===== config.mk =====
export PLATFORM = sky130hd
export DESIGN_NAME = mem_write_arbiter_flat
export DESIGN_NICKNAME = d
export VERILOG_FILES = /design/src/rtl/mem_write_arbiter_if.sv /design/src/rtl/mem_write_arbiter.sv /design/src/flat_wrapper.sv
export SDC_FILE = /design/constraint.sdc
export NUM_CORES = 1
export LEC_CHECK = 0
export ABC_AREA = 1
export ABC_CLOCK_PERIOD_IN_PS = 3300
export BUFFER_PORTS_ARGS = -buffer_cell sky130_fd_sc_hd__buf_2
export CELL_PAD_IN_SITES_DETAIL_PLACEMENT = 0
export CELL_PAD_IN_SITES_GLOBAL_PLACEMENT = 1
export CORE_MARGIN = 2
export CORE_UTILIZATION = 28
export DETAILED_ROUTE_END_ITERATION = 8
export HOLD_SLACK_MARGIN = 0.05
export PLACE_DENSITY = 0.86
export SLEW_MARGIN = 30
export SYNTH_ARGS = -nofsm -noshare
export SYNTH_HDL_FRONTEND = slang
export SYNTH_SLANG_ARGS = --single-unit
export TNS_END_PERCENT = 20

===== constraint.sdc =====
create_clock -name clk -period 3.3 [get_ports clk]
set_input_delay 0.165 -clock clk [delete_from_list [all_inputs] [get_ports clk]]
set_output_delay 0.165 -clock clk [all_outputs]
set_load 0.005 [all_outputs]

===== src/rtl/mem_write_arbiter_if.sv =====
// Bundle of requester-side beat signals and the memory write port shared by the
// arbiter (slave view) and the write controllers / memory model (master view).
interface mem_write_arbiter_if #(
  parameter int NUM_PORTS = 4,
  parameter int ADDR_W    = 10,
  parameter int DATA_W    = 64
);
  logic [NUM_PORTS-1:0]             req_valid_i;
  logic [NUM_PORTS-1:0]             req_last_i;
  logic [NUM_PORTS-1:0][ADDR_W-1:0] req_addr_i;
  logic [NUM_PORTS-1:0][DATA_W-1:0] req_wdata_i;
  logic [NUM_PORTS-1:0]             req_ready_o;
  logic                             mem_we_o;
  logic [ADDR_W-1:0]                mem_addr_o;
  logic [DATA_W-1:0]                mem_wdata_o;
  logic                             mem_ready_i;

  modport slave (
    input  req_valid_i, req_last_i, req_addr_i, req_wdata_i, mem_ready_i,
    output req_ready_o, mem_we_o, mem_addr_o, mem_wdata_o
  );

  modport master (
    output req_valid_i, req_last_i, req_addr_i, req_wdata_i, mem_ready_i,
    input  req_ready_o, mem_we_o, mem_addr_o, mem_wdata_o
  );
endinterface


===== src/rtl/mem_write_arbiter.sv =====
// Burst-aware round-robin arbiter for the shared packet-memory write port, with a
// single registered output stage that absorbs memory backpressure.
module mem_write_arbiter #(
  parameter int NUM_PORTS = 4,
  parameter int ADDR_W    = 10,
  parameter int DATA_W    = 64,
  parameter int MAX_BURST = 8
) (
  input  logic                         clk,
  input  logic                         rst,
  mem_write_arbiter_if.slave           bus,
  output logic [$clog2(NUM_PORTS)-1:0] grant_port_o,
  output logic                         locked_o
);
  localparam int PW = $clog2(NUM_PORTS);
  localparam int CW = $clog2(MAX_BURST + 1);

  typedef enum logic {IDLE, LOCKED} state_e;

  state_e            state_q, state_d;
  logic [PW-1:0]     ptr_q, ptr_d;
  logic [PW-1:0]     owner_q, owner_d;
  logic [PW-1:0]     last_grant_q, last_grant_d;
  logic [CW-1:0]     beat_cnt_q, beat_cnt_d;
  logic              out_valid_q, out_valid_d;
  logic [ADDR_W-1:0] addr_q, addr_d;
  logic [DATA_W-1:0] data_q, data_d;

  logic          can_accept, any_valid, found, grant_act, xfer, rel;
  logic [PW-1:0] rr_pick, cand, g;
  logic [CW-1:0] cnt_inc;

  function automatic logic [PW-1:0] wrap_add(logic [PW-1:0] base, int unsigned k);
    int unsigned s;
    s = 32'(base) + k;
    if (s >= NUM_PORTS) s = s - NUM_PORTS;
    return PW'(s);
  endfunction

  always_comb begin
    // NOTE: every always_comb output gets a default first so no path leaves it unassigned (no latch).
    any_valid  = |bus.req_valid_i;
    can_accept = !out_valid_q || bus.mem_ready_i;
    rr_pick    = ptr_q;
    found      = 1'b0;
    cand       = ptr_q;
    for (int k = 0; k < NUM_PORTS; k++) begin
      cand = wrap_add(ptr_q, k);
      if (!found && bus.req_valid_i[cand]) begin
        rr_pick = cand;
        found   = 1'b1;
      end
    end

    // A locked owner keeps the port even through bubbles in its valid.
    g         = (state_q == LOCKED) ? owner_q : rr_pick;
    grant_act = (state_q == LOCKED) || any_valid;

    bus.req_ready_o = '0;
    if (grant_act) bus.req_ready_o[g] = can_accept;

    xfer    = grant_act && bus.req_valid_i[g] && can_accept;
    cnt_inc = beat_cnt_q + CW'(1);
    rel     = xfer && (bus.req_last_i[g] || cnt_inc == CW'(MAX_BURST));

    state_d      = state_q;
    ptr_d        = ptr_q;
    owner_d      = owner_q;
    last_grant_d = last_grant_q;
    beat_cnt_d   = beat_cnt_q;
    out_valid_d  = out_valid_q;
    addr_d       = addr_q;
    data_d       = data_q;

    if (xfer) begin
      out_valid_d  = 1'b1;
      addr_d       = bus.req_addr_i[g];
      data_d       = bus.req_wdata_i[g];
      last_grant_d = g;
      if (rel) begin
        state_d    = IDLE;
        beat_cnt_d = '0;
        ptr_d      = wrap_add(g, 1);
      end else begin
        state_d    = LOCKED;
        owner_d    = g;
        beat_cnt_d = cnt_inc;
      end
    end else if (bus.mem_ready_i) begin
      out_valid_d = 1'b0;
    end

    grant_port_o    = grant_act ? g : last_grant_q;
    locked_o        = (state_q == LOCKED);
    bus.mem_we_o    = out_valid_q;
    bus.mem_addr_o  = addr_q;
    bus.mem_wdata_o = data_q;
  end

  // NOTE: the address/data output registers are reset too, so mem_* read 0 out of reset.
  always_ff @(posedge clk or posedge rst) begin
    if (rst) begin
      state_q      <= IDLE;
      ptr_q        <= '0;
      owner_q      <= '0;
      last_grant_q <= '0;
      beat_cnt_q   <= '0;
      out_valid_q  <= 1'b0;
      addr_q       <= '0;
      data_q       <= '0;
    end else begin
      // NOTE: non-blocking assignments so every flop samples pre-edge values.
      state_q      <= state_d;
      ptr_q        <= ptr_d;
      owner_q      <= owner_d;
      last_grant_q <= last_grant_d;
      beat_cnt_q   <= beat_cnt_d;
      out_valid_q  <= out_valid_d;
      addr_q       <= addr_d;
      data_q       <= data_d;
    end
  end
endmodule


===== src/flat_wrapper.sv =====
// flat-port wrapper written by rule: the top's interface ports become plain ports
module mem_write_arbiter_flat 
#(
  parameter int NUM_PORTS = 4,
  parameter int ADDR_W    = 10,
  parameter int DATA_W    = 64,
  parameter int MAX_BURST = 8
)
  (clk, rst, grant_port_o, locked_o, bus_req_valid_i, bus_req_last_i, bus_req_addr_i, bus_req_wdata_i, bus_mem_ready_i, bus_req_ready_o, bus_mem_we_o, bus_mem_addr_o, bus_mem_wdata_o);
  mem_write_arbiter_if #(.NUM_PORTS(NUM_PORTS), .ADDR_W(ADDR_W), .DATA_W(DATA_W)) bus_i ();
  input  logic clk;
  input  logic rst;
  output logic [$clog2(NUM_PORTS)-1:0] grant_port_o;
  output logic locked_o;
  input wire logic [$bits(bus_i.req_valid_i)-1:0] bus_req_valid_i;
  input wire logic [$bits(bus_i.req_last_i)-1:0] bus_req_last_i;
  input wire logic [$bits(bus_i.req_addr_i)-1:0] bus_req_addr_i;
  input wire logic [$bits(bus_i.req_wdata_i)-1:0] bus_req_wdata_i;
  input wire logic [$bits(bus_i.mem_ready_i)-1:0] bus_mem_ready_i;
  output wire logic [$bits(bus_i.req_ready_o)-1:0] bus_req_ready_o;
  output wire logic [$bits(bus_i.mem_we_o)-1:0] bus_mem_we_o;
  output wire logic [$bits(bus_i.mem_addr_o)-1:0] bus_mem_addr_o;
  output wire logic [$bits(bus_i.mem_wdata_o)-1:0] bus_mem_wdata_o;
  assign bus_i.req_valid_i = bus_req_valid_i;
  assign bus_i.req_last_i = bus_req_last_i;
  assign bus_i.req_addr_i = bus_req_addr_i;
  assign bus_i.req_wdata_i = bus_req_wdata_i;
  assign bus_i.mem_ready_i = bus_mem_ready_i;
  assign bus_req_ready_o = bus_i.req_ready_o;
  assign bus_mem_we_o = bus_i.mem_we_o;
  assign bus_mem_addr_o = bus_i.mem_addr_o;
  assign bus_mem_wdata_o = bus_i.mem_wdata_o;
  mem_write_arbiter #(.NUM_PORTS(NUM_PORTS), .ADDR_W(ADDR_W), .DATA_W(DATA_W), .MAX_BURST(MAX_BURST)) u_core (.clk(clk), .rst(rst), .bus(bus_i), .grant_port_o(grant_port_o), .locked_o(locked_o));
endmodule

# Word-level counts from Yosys, hierarchy flattened

Index checks and enable logic that the tools add are counted.

$add $sub $neg: 10
Multiply operators: 0
Div/mod/pow operators: 0
Order comparisons: 11
Equal/unequal tests: 1
Shift-type cells: 0
Muxes and demuxes: 37
Bitwise gates (word level): 2
Reduce and logical (&&, ||, !) cells: 18

Operator list:

| kind                                                               | count |
|---|---|
| binary-select mux 64 bit (select 2 bit)                            | 1 |
| 2-to-1 mux 64 bit                                                  | 1 |
| 2-to-1 mux 2 bit                                                   | 11 |
| binary-select mux 10 bit (select 2 bit)                            | 1 |
| less-than comparator 2 x 3 -> 1 bit (second input constant)        | 5 |
| 2-to-1 mux 1 bit                                                   | 13 |
| binary-select mux 1 bit (select 2 bit)                             | 6 |
| greater-or-equal comparator 3 bit (second input constant)          | 4 |
| 2-to-1 mux 10 bit                                                  | 1 |
| subtractor 2 x 1 -> 2 bit (second input constant)                  | 5 |
| 2-to-1 mux 4 bit                                                   | 2 |
| logical AND 1 bit                                                  | 7 |
| adder 2 x 1 -> 3 bit (second input constant)                       | 2 |
| adder 2 x 2 -> 3 bit (second input constant)                       | 2 |
| adder 4 x 1 -> 4 bit (second input constant)                       | 1 |
| bitwise AND 4 bit                                                  | 1 |
| == test 4 bit (second input constant)                              | 1 |
| logical NOT 1 bit                                                  | 4 |
| AND reduction 2 bit                                                | 2 |
| OR reduction 4 bit                                                 | 1 |
| greater-or-equal comparator 2 x 3 -> 1 bit (second input constant) | 1 |
| logical OR 1 bit                                                   | 3 |
| demux 1 bit (select 2 bit)                                         | 1 |
| greater-or-equal comparator 2 x 1 -> 1 bit (second input constant) | 1 |
| 2 further kinds                                                    | 2 |

Register bits after elaboration: 86
Latch bits: 0
Bits in writable memories: 0
Bits in read-only memories: 0
Input bits: 307
Output and inout port bits: 82
Logic and storage cells: 87
Memories kept: 0

# Depth between registers and ports, before layout

Gate-level depths: netlist (run 1).

Word-level depth: 22
Depth in mapped cells: 21
Mapped depth without buffers: 19

# Least setup slack after synthesis (run 1)

No wires, ideal clock.

Path type: register to register
Start point: reg u_core.ptr_q[0]
End point: reg u_core.ptr_q[1]
Arrival time: 2.062 ns
Data required time: 3.183 ns
Slack: 1.122 ns
Cell stages (with the launch flop): 18
Path buffers: 4
Period minus slack after synthesis: 2.178 ns
Cell sequence: dfrtp_1 > inv_2 > buf_6 > nand2_1 > nand2_1 > nand2_1 > nand2_2 > nor2_2 > nand4_2 > nand3_2 > nand2_2 > buf_6 > buf_6 > buf_4 > ha_1 > inv_1 > nand3_1 > nand2_1

Longest elaborated chain between the ends: 21

Ends and longest elaborated chain:

| item                                                                          | RTL line                 | source |
|---|---|---|
| from (decl)                                                                   | mem_write_arbiter.sv:21  | `logic [PW-1:0] ptr_q, ptr_d;` |
| from (signal assigned)                                                        | mem_write_arbiter.sv:114 | `ptr_q <= ptr_d;` |
| parallel branches: the longest is 13 deep, another holds adder 2 x 1 -> 3 bit | -                        |  |
| 2-to-1 mux 2 bit (*)                                                          | mem_write_arbiter.sv:49  | `if (!found && bus.req_valid_i[cand]) begin` |
| 2-to-1 mux 2 bit (*)                                                          | mem_write_arbiter.sv:56  | `g = (state_q == LOCKED) ? owner_q : rr_pick;` |
| parallel branches: the longest is 6 deep, another holds adder 2 x 1 -> 3 bit  | -                        |  |

Mark *: on every way between the ends. The select of a mux whose other input is x is not followed.
A chain may end at the register's enable or synchronous reset.

# Worst setup path in the final report (run 1)

Start point: reg u_core.ptr_q[0]
End point: out bus_req_ready_o[1]

Longest elaborated chain between the ends: 21

Ends and longest elaborated chain:

| item                                                                                                                           | RTL line                | source |
|---|---|---|
| parallel branches: the longest is 13 deep, another holds adder 2 x 1 -> 3 bit                                                  | -                       |  |
| 2-to-1 mux 2 bit (*)                                                                                                           | mem_write_arbiter.sv:49 |  |
| 2-to-1 mux 2 bit (*)                                                                                                           | mem_write_arbiter.sv:56 |  |
| less-than comparator 2 x 3 -> 1 bit (implied by the code) / greater-or-equal comparator 2 x 1 -> 1 bit (equally long branches) | mem_write_arbiter.sv:60 | `if (grant_act) bus.req_ready_o[g] = can_accept;` |
| logical AND 1 bit (implied by the code)                                                                                        | mem_write_arbiter.sv:60 |  |
| 2-to-1 mux 1 bit (implied by the code)                                                                                         | mem_write_arbiter.sv:60 |  |
| demux 1 bit (select 2 bit) (*)                                                                                                 | -                       |  |
| bitwise AND 4 bit (no source line) (*)                                                                                         | -                       |  |
| 2-to-1 mux 4 bit (*)                                                                                                           | mem_write_arbiter.sv:60 |  |
| to (decl)                                                                                                                      | flat_wrapper.sv:20      | `output wire logic [$bits(bus_i.req_ready_o)-1:0] bus_req_ready_o;` |

Marked as above.

==> key figures, run 1 <==
Synthesis
  – Post-synthesis average cell area: 6.27 um2
  – Share of synthesized area occupied by flip-flops and latches: 34.7%
  – Top-area cell type share of the netlist area: 34.7%
  – Synthesized netlist net count: 1299
  – Combined area of all synthesized cells: 0.00620 mm2
  – Register bit total from synthesis: 86
  – Gate count of the mapped netlist: 989
  – Largest area contributor in the netlist: sky130_fd_sc_hd__dfrtp_1
  – Count of unique library cells instantiated by Yosys: 26
  – Synth top area cells: sky130_fd_sc_hd__dfrtp_1, sky130_fd_sc_hd__nand2_1, sky130_fd_sc_hd__nand3_1
  – Yosys synthesis warning count: 0

Finish
  – Leading cell type in the layout, fill and taps excluded: sky130_fd_sc_hd__nand2_1
  – Layout cell share with drive strength beyond 1: 34.4%
  – Synth-to-layout area growth: 38.7%
  – Commonest non-fill, non-tap cells in the layout: sky130_fd_sc_hd__nand2_1, sky130_fd_sc_hd__buf_2, sky130_fd_sc_hd__nand3_1, sky130_fd_sc_hd__dfrtp_1, sky130_fd_sc_hd__o21ai_1
  – Share of the core filled with cells: 39.5%
  – Fin nets: 1643
  – Design Area, Final: 0.00860 mm2

Worst setup path
  – R2R setup slack: 540 ps
  – Critical Path Fanout Max: 39
  – Crit path buf inv count: 5
  – Worst reg-to-reg path cell count: 14
  – Top Family by Delay on Critical Path: simple AND/OR/NAND/NOR gates
  – Critical path origin: u_core.ptr_q[0]
  – WP depth: 16
  – CP endpoint kind: primary output
  – Slowest cell on the critical path: sky130_fd_sc_hd__dfrtp_2
  – Type of the worst setup path: register to primary output
  – Capture point of the worst path: bus_req_ready_o[1]
  – FF-to-FF Start: u_core.ptr_q[0]
  – Arrival time at the worst endpoint: 2790 ps
  – Max incr delay on CP: 510 ps
  – Cell seen most often among critical-path stages: sky130_fd_sc_hd__nand2_1
  – Critical path launch point type: register
  – List of cells traversed by the critical path: inv_2 > nand2_1 > nand2_1 > nand2_1 > nand2_2 > nand3_1 > nand2_1 > inv_2 > nand3_1 > nand3_1 > nand2_4 > buf_4 > ha_1 > nand2_1 > inv_1 > buf_2
  – Data required time of the worst path: 3130 ps
  – Crit Reg-Reg Endpoint: u_core.bus.mem_wdata_o[38]

Power and ir drop
  – Overall Power: 10900 uW
  – Largest vdd supply drop: 0.919 mV
  – Pleak: 0.00494 uW
  – Power per Cell Area: 1260 mW/mm2

STA
  – Final total negative setup slack: 0 ps
  – Max Fclk: 339 MHz
  – Slew at the pin with the worst max-slew slack: 795 ps
  – Post-layout min period: 2950 ps
  – # setup viols final: 0
  – Post-route fraction of the period consumed by the critical path: 89.4%
  – Slew margin rel.: 47.0%
  – Setup clock skew after layout: 7.31 ps
  – Hold Violations, Final: 0
  – Unrepaired setup endpoints after global routing: false
  – Worst hold slack after final layout: 186 ps
  – Max-slew violations: 0

Clock tree
  – Count of H-tree levels built during CTS: 3
  – Worst-case clock buffer depth: 2
  – Clock slew seen by the registers of the worst setup and hold paths: 70 ps
  – CTS tree: built
  – CTS buffer count: 9
  – Clock latency on the worst-skew pair: 340 ps
  – Post-CTS setup buffer count: 0
  – Clock net sink count: 86
  – Root Driver: sky130_fd_sc_hd__clkbuf_16

Detailed routing
  – Residual DRC count: 0
  – ANT nets after route: 0
  – Detailed router's first-iteration violation count: 526
  – Final wirelength: 22800 um
  – Via count: 7559
  – Vias per inst: 4.66
  – Length of the first detailed-routing pass in iterations: 5
  – Routed wire length per instance: 14.1 um

GRT
  – Number of global-route vias before repair: 6865
  – Total gr overflow: 0
  – Wire length of the first global-routing pass: 35900 um
  – Maximum number of pins on one net before global-route repair: 126
  – Total global routing track utilization: 18.9%
  – Antenna violations before repair: 3

Placed design
  – Count of port buffers added during placement: 388
  – Dpl hpwl: 17300 um
  – RePlAce Congestion: 0.852
  – Placement Cell Area: 0.00829 mm2

Run
  – Count of maximum capacitance violations: 0

Die
  – Die width: 153 um
  – Total core area: 0.0218 mm2
  – Floorplan die height: 153 um
  – Boundary pin count: 389
  – Placement Rows: 54
  – Starting Density: 28.5%
  – Area enclosed by the die boundary: 0.0234 mm2

Hold path
  – Path class of the lowest-slack min-delay path: input pin to register

Status
  – Run status: completed
==> through the flow <==
step / std cells / worst slack (ps)
2_1_floorplan: 989 / 913
3_3_place_gp: 1601 / 571
5_1_grt: 1619 / 46.9
6_report: 1621 / 350
4_1_cts: 1618 / 186
3_5_place_dp: 1601 / 497
==> report_power, final <==
| part | total (uW) | switching [uW] | internal, uW |
|---|---|---|---|
| Combinational | 7830 | 5110 | 2710 |
| Clock | 1030 | 443 | 590 |
| Sequential | 1990 | 334 | 1660 |
| Total | 10900 | 5890 | 4960 |
==> layer usage <==
metal / vias up / routed length (um) / track usage (%)
met4: 0 / 419 / 5.64
li1: 3872 / - / -
met5: - / 0 / 0
met3: 32 / 1540 / 4.11
met2: 306 / 11200 / 32.1
met1: 3349 / 9680 / 24.1
==> layout make-up <==
type / instances / area (um2)
sequential: 86 / 2150
clock buffer: 9 / 225
tap: 280 / 350
clock inverter: 7 / 71.3
antenna: 3 / 7.51
inverter: 20 / 80.1
fill: 2384 / 13200
multi-input combinational: 814 / 3580
timing repair buffer: 402 / 2140
==> sequential cells by signal, summed over array words and instances, names as in the netlist <==
register,flops
u_core.ptr_q,2
u_core.bus.mem_we_o,1
u_core.bus.mem_wdata_o,64
u_core.beat_cnt_q,4
u_core.bus.mem_addr_o,10
u_core.owner_q,2
u_core.locked_o,1
u_core.last_grant_q,2
==> cell families (layout without fill, tap and decap cells) <==
group           Yosys count  after routing  synth area share (%)
xor+xnor                  2              2                 0.282
flops                    86             86                  34.7
other cells               0              3                     0
buf+inv                  89            438                  7.95
fa+ha+maj                 3              3                 0.605
simple gates            728            728                  49.1
compound gates           81             81                  7.38
==> synthesized netlist by cell type <==
| library cell | count |
|---|---|
| sky130_fd_sc_hd__buf_6 | 12 |
| sky130_fd_sc_hd__nand4_1 | 3 |
| sky130_fd_sc_hd__ha_1 | 3 |
| sky130_fd_sc_hd__xor2_1 | 1 |
| sky130_fd_sc_hd__dfrtp_1 | 86 |
| sky130_fd_sc_hd__buf_2 | 31 |
| sky130_fd_sc_hd__nor3_1 | 1 |
| sky130_fd_sc_hd__inv_1 | 15 |
| sky130_fd_sc_hd__clkbuf_1 | 15 |
| sky130_fd_sc_hd__nand3_2 | 2 |
| sky130_fd_sc_hd__nor4_1 | 1 |
| sky130_fd_sc_hd__nand2_2 | 15 |
| sky130_fd_sc_hd__nand2_1 | 518 |
| sky130_fd_sc_hd__xnor2_1 | 1 |
| sky130_fd_sc_hd__buf_1 | 3 |
| sky130_fd_sc_hd__nand4_2 | 1 |
| sky130_fd_sc_hd__inv_2 | 5 |
| sky130_fd_sc_hd__nor2_1 | 2 |
| sky130_fd_sc_hd__o21ai_1 | 63 |
| sky130_fd_sc_hd__o21ai_0 | 4 |
| sky130_fd_sc_hd__nand2_4 | 1 |
| sky130_fd_sc_hd__or2_2 | 2 |
| sky130_fd_sc_hd__buf_4 | 8 |
| sky130_fd_sc_hd__nand3_1 | 181 |
| sky130_fd_sc_hd__o21ai_2 | 14 |
| sky130_fd_sc_hd__nor2_2 | 1 |
==> repair_timing <==
item,in CTS,in global routing
hold endpoints to repair,61,0
setup endpoints to repair,0,3
hold buffers,1,0
resized for setup,0,1
==> worst min path at each step <==
stage	depth (start not counted)	end	slack, ps	from
2_1_floorplan	4	u_core.bus.mem_wdata_o[18]	420	bus_req_wdata_i[210]
3_3_place_gp	2	u_core.bus.mem_wdata_o[59]	380	rst
3_5_place_dp	2	u_core.bus.mem_wdata_o[59]	390	rst
4_1_cts	5	u_core.bus.mem_addr_o[1]	170	bus_req_addr_i[31]
5_1_grt	5	u_core.bus.mem_wdata_o[34]	190	bus_req_wdata_i[162]
6_report	5	u_core.bus.mem_addr_o[1]	190	bus_req_addr_i[31]
==> worst reg2reg max path, cell delays in order (launching register included) <==
cell                      delay (ps)
sky130_fd_sc_hd__dfrtp_2         510
sky130_fd_sc_hd__inv_2           220
sky130_fd_sc_hd__nand2_1          90
sky130_fd_sc_hd__nand2_1         110
sky130_fd_sc_hd__nand2_1          60
sky130_fd_sc_hd__nand2_1         140
sky130_fd_sc_hd__nand4_1         150
sky130_fd_sc_hd__nand2_1         110
sky130_fd_sc_hd__nand3_2         130
sky130_fd_sc_hd__nand2_4         140
sky130_fd_sc_hd__buf_12          340
sky130_fd_sc_hd__nand2_1         390
sky130_fd_sc_hd__nand3_1         140
sky130_fd_sc_hd__nand2_1          70
sky130_fd_sc_hd__o21ai_2         120
Power figures use the tool's default switching activity.
==> inputs of run 2 (changes only) <==
Settings changed: PLACE_DENSITY 0.86 to default, PLACE_DENSITY_LB_ADDON from default to 0.08.
==> key figures, run 2 (synthesized netlist as in run 1, its figures left out) <==
Status
  – Run status: completed (unchanged)

Worst setup path
  – Worst reg-to-reg path cell count: 15 (was 14)
  – Arrival time at the worst endpoint: 2830 ps (was 2790 ps)
  – Critical path launch point type: register (unchanged)
  – Data required time of the worst path: 3130 ps (about the same)
  – Crit Reg-Reg Endpoint: u_core.bus.mem_wdata_o[10] (was u_core.bus.mem_wdata_o[38])
  – CP endpoint kind: primary output (unchanged)
  – Critical Path Fanout Max: 39 (unchanged)
  – R2R setup slack: 610 ps (was 540 ps)
  – FF-to-FF Start: u_core.ptr_q[1] (was u_core.ptr_q[0])
  – Type of the worst setup path: register to primary output (unchanged)

Detailed routing
  – Via count: 7430 (was 7559)
  – Vias per inst: 4.57 (was 4.66)
  – ANT nets after route: 0 (unchanged)
  – Detailed router's first-iteration violation count: 360 (was 526)
  – Routed wire length per instance: 15.5 um (was 14.1 um)
  – Length of the first detailed-routing pass in iterations: 4 (was 5)
  – Residual DRC count: 0 (unchanged)
  – Final wirelength: 25200 um (was 22800 um)

Finish
  – Leading cell type in the layout, fill and taps excluded: sky130_fd_sc_hd__nand2_1 (unchanged)
  – Number of flip-flops under the largest register name: 64 (unchanged)
  – Synth-to-layout area growth: 39.5% (was 38.7%)
  – Fin nets: 1647 (was 1643)
  – Share of the core filled with cells: 39.8% (was 39.5%)
  – Layout cell share with drive strength beyond 1: 34.4% (about the same)
  – Commonest non-fill, non-tap cells in the layout: sky130_fd_sc_hd__nand2_1, sky130_fd_sc_hd__buf_2, sky130_fd_sc_hd__nand3_1, sky130_fd_sc_hd__dfrtp_1, sky130_fd_sc_hd__o21ai_1 (unchanged)

Clock tree
  – Post_cts resized: 0 (unchanged)
  – Post-CTS setup buffer count: 0 (unchanged)
  – CTS buffer count: 9 (unchanged)
  – Clock slew seen by the registers of the worst setup and hold paths: 70 ps (about the same)
  – Root Driver: sky130_fd_sc_hd__clkbuf_16 (unchanged)
  – CTS tree: built (unchanged)
  – Worst-case clock buffer depth: 2 (unchanged)
  – Clock net sink count: 86 (unchanged)
  – Clock latency on the worst-skew pair: 340 ps (about the same)
  – Count of H-tree levels built during CTS: 3 (unchanged)
  – Hold_buf cts: 1 (unchanged)

Die
  – Boundary pin count: 389 (unchanged)
  – Placement Rows: 54 (unchanged)
  – Die width: 153 um (unchanged)
  – Total core area: 0.0218 mm2 (unchanged)
  – Floorplan die height: 153 um (unchanged)
  – Starting Density: 28.5% (unchanged)
  – Area enclosed by the die boundary: 0.0234 mm2 (unchanged)

STA
  – Post-layout min period: 2990 ps (was 2950 ps)
  – Slew at the pin with the worst max-slew slack: 543 ps (was 795 ps)
  – Unrepaired setup endpoints after global routing: false (unchanged)
  – Setup clock skew after layout: 6.00 ps (was 7.31 ps)
  – Slew margin rel.: 63.8% (was 47.0%)
  – Max-slew violations: 0 (unchanged)
  – Hold Violations, Final: 0 (unchanged)
  – Post-route fraction of the period consumed by the critical path: 90.7% (was 89.4%)
  – Setup slack of the critical path after layout: 308 ps (was 350 ps)
  – Max Fclk: 334 MHz (was 339 MHz)
  – Final total negative setup slack: 0 ps (unchanged)
  – # setup viols final: 0 (unchanged)

Hold path
  – Path class of the lowest-slack min-delay path: input pin to register (unchanged)
  – Worst Hold Endpoint: u_core.bus.mem_wdata_o[34] (was u_core.bus.mem_addr_o[1])
  – Startpoint of the lowest-slack hold path: bus_req_wdata_i[226] (was bus_req_addr_i[31])
  – Hold Crit Depth: 5 (unchanged)

GRT
  – Number of global-route vias before repair: 7259 (was 6865)
  – Total global routing track utilization: 21.2% (was 18.9%)
  – Maximum number of pins on one net before global-route repair: 81 (was 126)
  – Total gr overflow: 0 (unchanged)
  – Wire length of the first global-routing pass: 39500 um (was 35900 um)
  – Antenna violations before repair: 3 (unchanged)

Power and ir drop
  – Part of the power in the clock network: 9.2% (was 9.5%)
  – Power per Cell Area: 1270 mW/mm2 (was 1260 mW/mm2)
  – Internal cell power: 5050 uW (was 4960 uW)
  – Register share of total power: 17.9% (was 18.3%)
  – Net load switching power: 5970 uW (was 5890 uW)
  – Combinational power share: 72.9% (was 72.1%)
  – Switching Fraction: 54.2% (was 54.3%)
  – Pleak: 0.00497 uW (was 0.00494 uW)
  – Largest vdd supply drop: 1.01 mV (was 0.919 mV)

Placed design
  – Count of port buffers added during placement: 388 (unchanged)
  – Pre-CTS setup slack: 590 ps (was 497 ps)
  – RePlAce Congestion: 0.843 (was 0.852)
  – Dpl hpwl: 19100 um (was 17300 um)

Run
  – Count of maximum capacitance violations: 0 (unchanged)
run 2: cell count changes in the layout (fill, tap and decap cells not counted), sizes merged:
cell / before / now
clkbuf: 9 / 14
buf: 401 / 405
bufinv: 1 / 0
inv: 22 / 20
clkinv: 4 / 2
run 2: worst max path at each step:
stage / slack [ps] / from / cells after the start / to
floorplan: 910 / rst / 1 / u_core.beat_cnt_q[0]
global placement: 650 / u_core.ptr_q[1] / 15 / u_core.bus.mem_wdata_o[19]
detailed placement: 590 / u_core.ptr_q[1] / 15 / u_core.bus.mem_wdata_o[13]
CTS: 260 / u_core.ptr_q[1] / 13 / bus_req_ready_o[0]
global route: 40 / u_core.ptr_q[1] / 13 / bus_req_ready_o[0]
finish: 310 / u_core.ptr_q[1] / 13 / bus_req_ready_o[0]
run 2: layout make-up:
type                       count  area [um2]
clock buffer                  14         284
antenna                        3        7.51
inverter                      20        80.1
fill                        2444       13100
clock inverter                 2        13.8
timing repair buffer         406        2190
multi-input combinational    814        3570
sequential                    86        2150
tap                          280         350
run 2: worst max-delay path, cell delays in order (launching register included):
cell,delay (ps)
sky130_fd_sc_hd__dfrtp_1,530
sky130_fd_sc_hd__inv_2,150
sky130_fd_sc_hd__nand2_1,80
sky130_fd_sc_hd__nand2_1,80
sky130_fd_sc_hd__nand2_1,80
sky130_fd_sc_hd__nand2_2,80
sky130_fd_sc_hd__nor2_2,110
sky130_fd_sc_hd__nand4_2,130
sky130_fd_sc_hd__nand3_2,170
sky130_fd_sc_hd__nand2_4,110
sky130_fd_sc_hd__inv_4,380
sky130_fd_sc_hd__buf_4,330
sky130_fd_sc_hd__nor3_1,90
sky130_fd_sc_hd__buf_2,140
run 2: power by group through the flow:
stage | Combinational (uW) | Clock, uW | Sequential, uW
after floorplan | 5860 | 0 | 1990
after global placement | 8190 | 0 | 1970
after detailed placement | 8220 | 0 | 1980
after CTS | 8200 | 1050 | 1980
after global routing | 9240 | 1100 | 2040
final | 8030 | 1020 | 1970
run 2: layer usage:
layer | track usage, % | vias to the layer above | part of all wire (%)
li1 | - | 3882 | -
met1 | 26.8 | 3252 | 42
met2 | 36.4 | 266 | 49
met3 | 4.48 | 30 | 6.9
met4 | 6.61 | 0 | 2.1
met5 | 0 | - | 0
run 2: stage by stage:
step           hold slack [ps]  area, um2  instances  power (uW)
2_1_floorplan              421       6200        989        7840
3_3_place_gp               262       8340       1605       10200
3_5_place_dp               263       8340       1605       10200
4_1_cts                    179       8640       1622       11200
5_1_grt                    202       8650       1625       12400
6_report                   191       8650       1625       11000
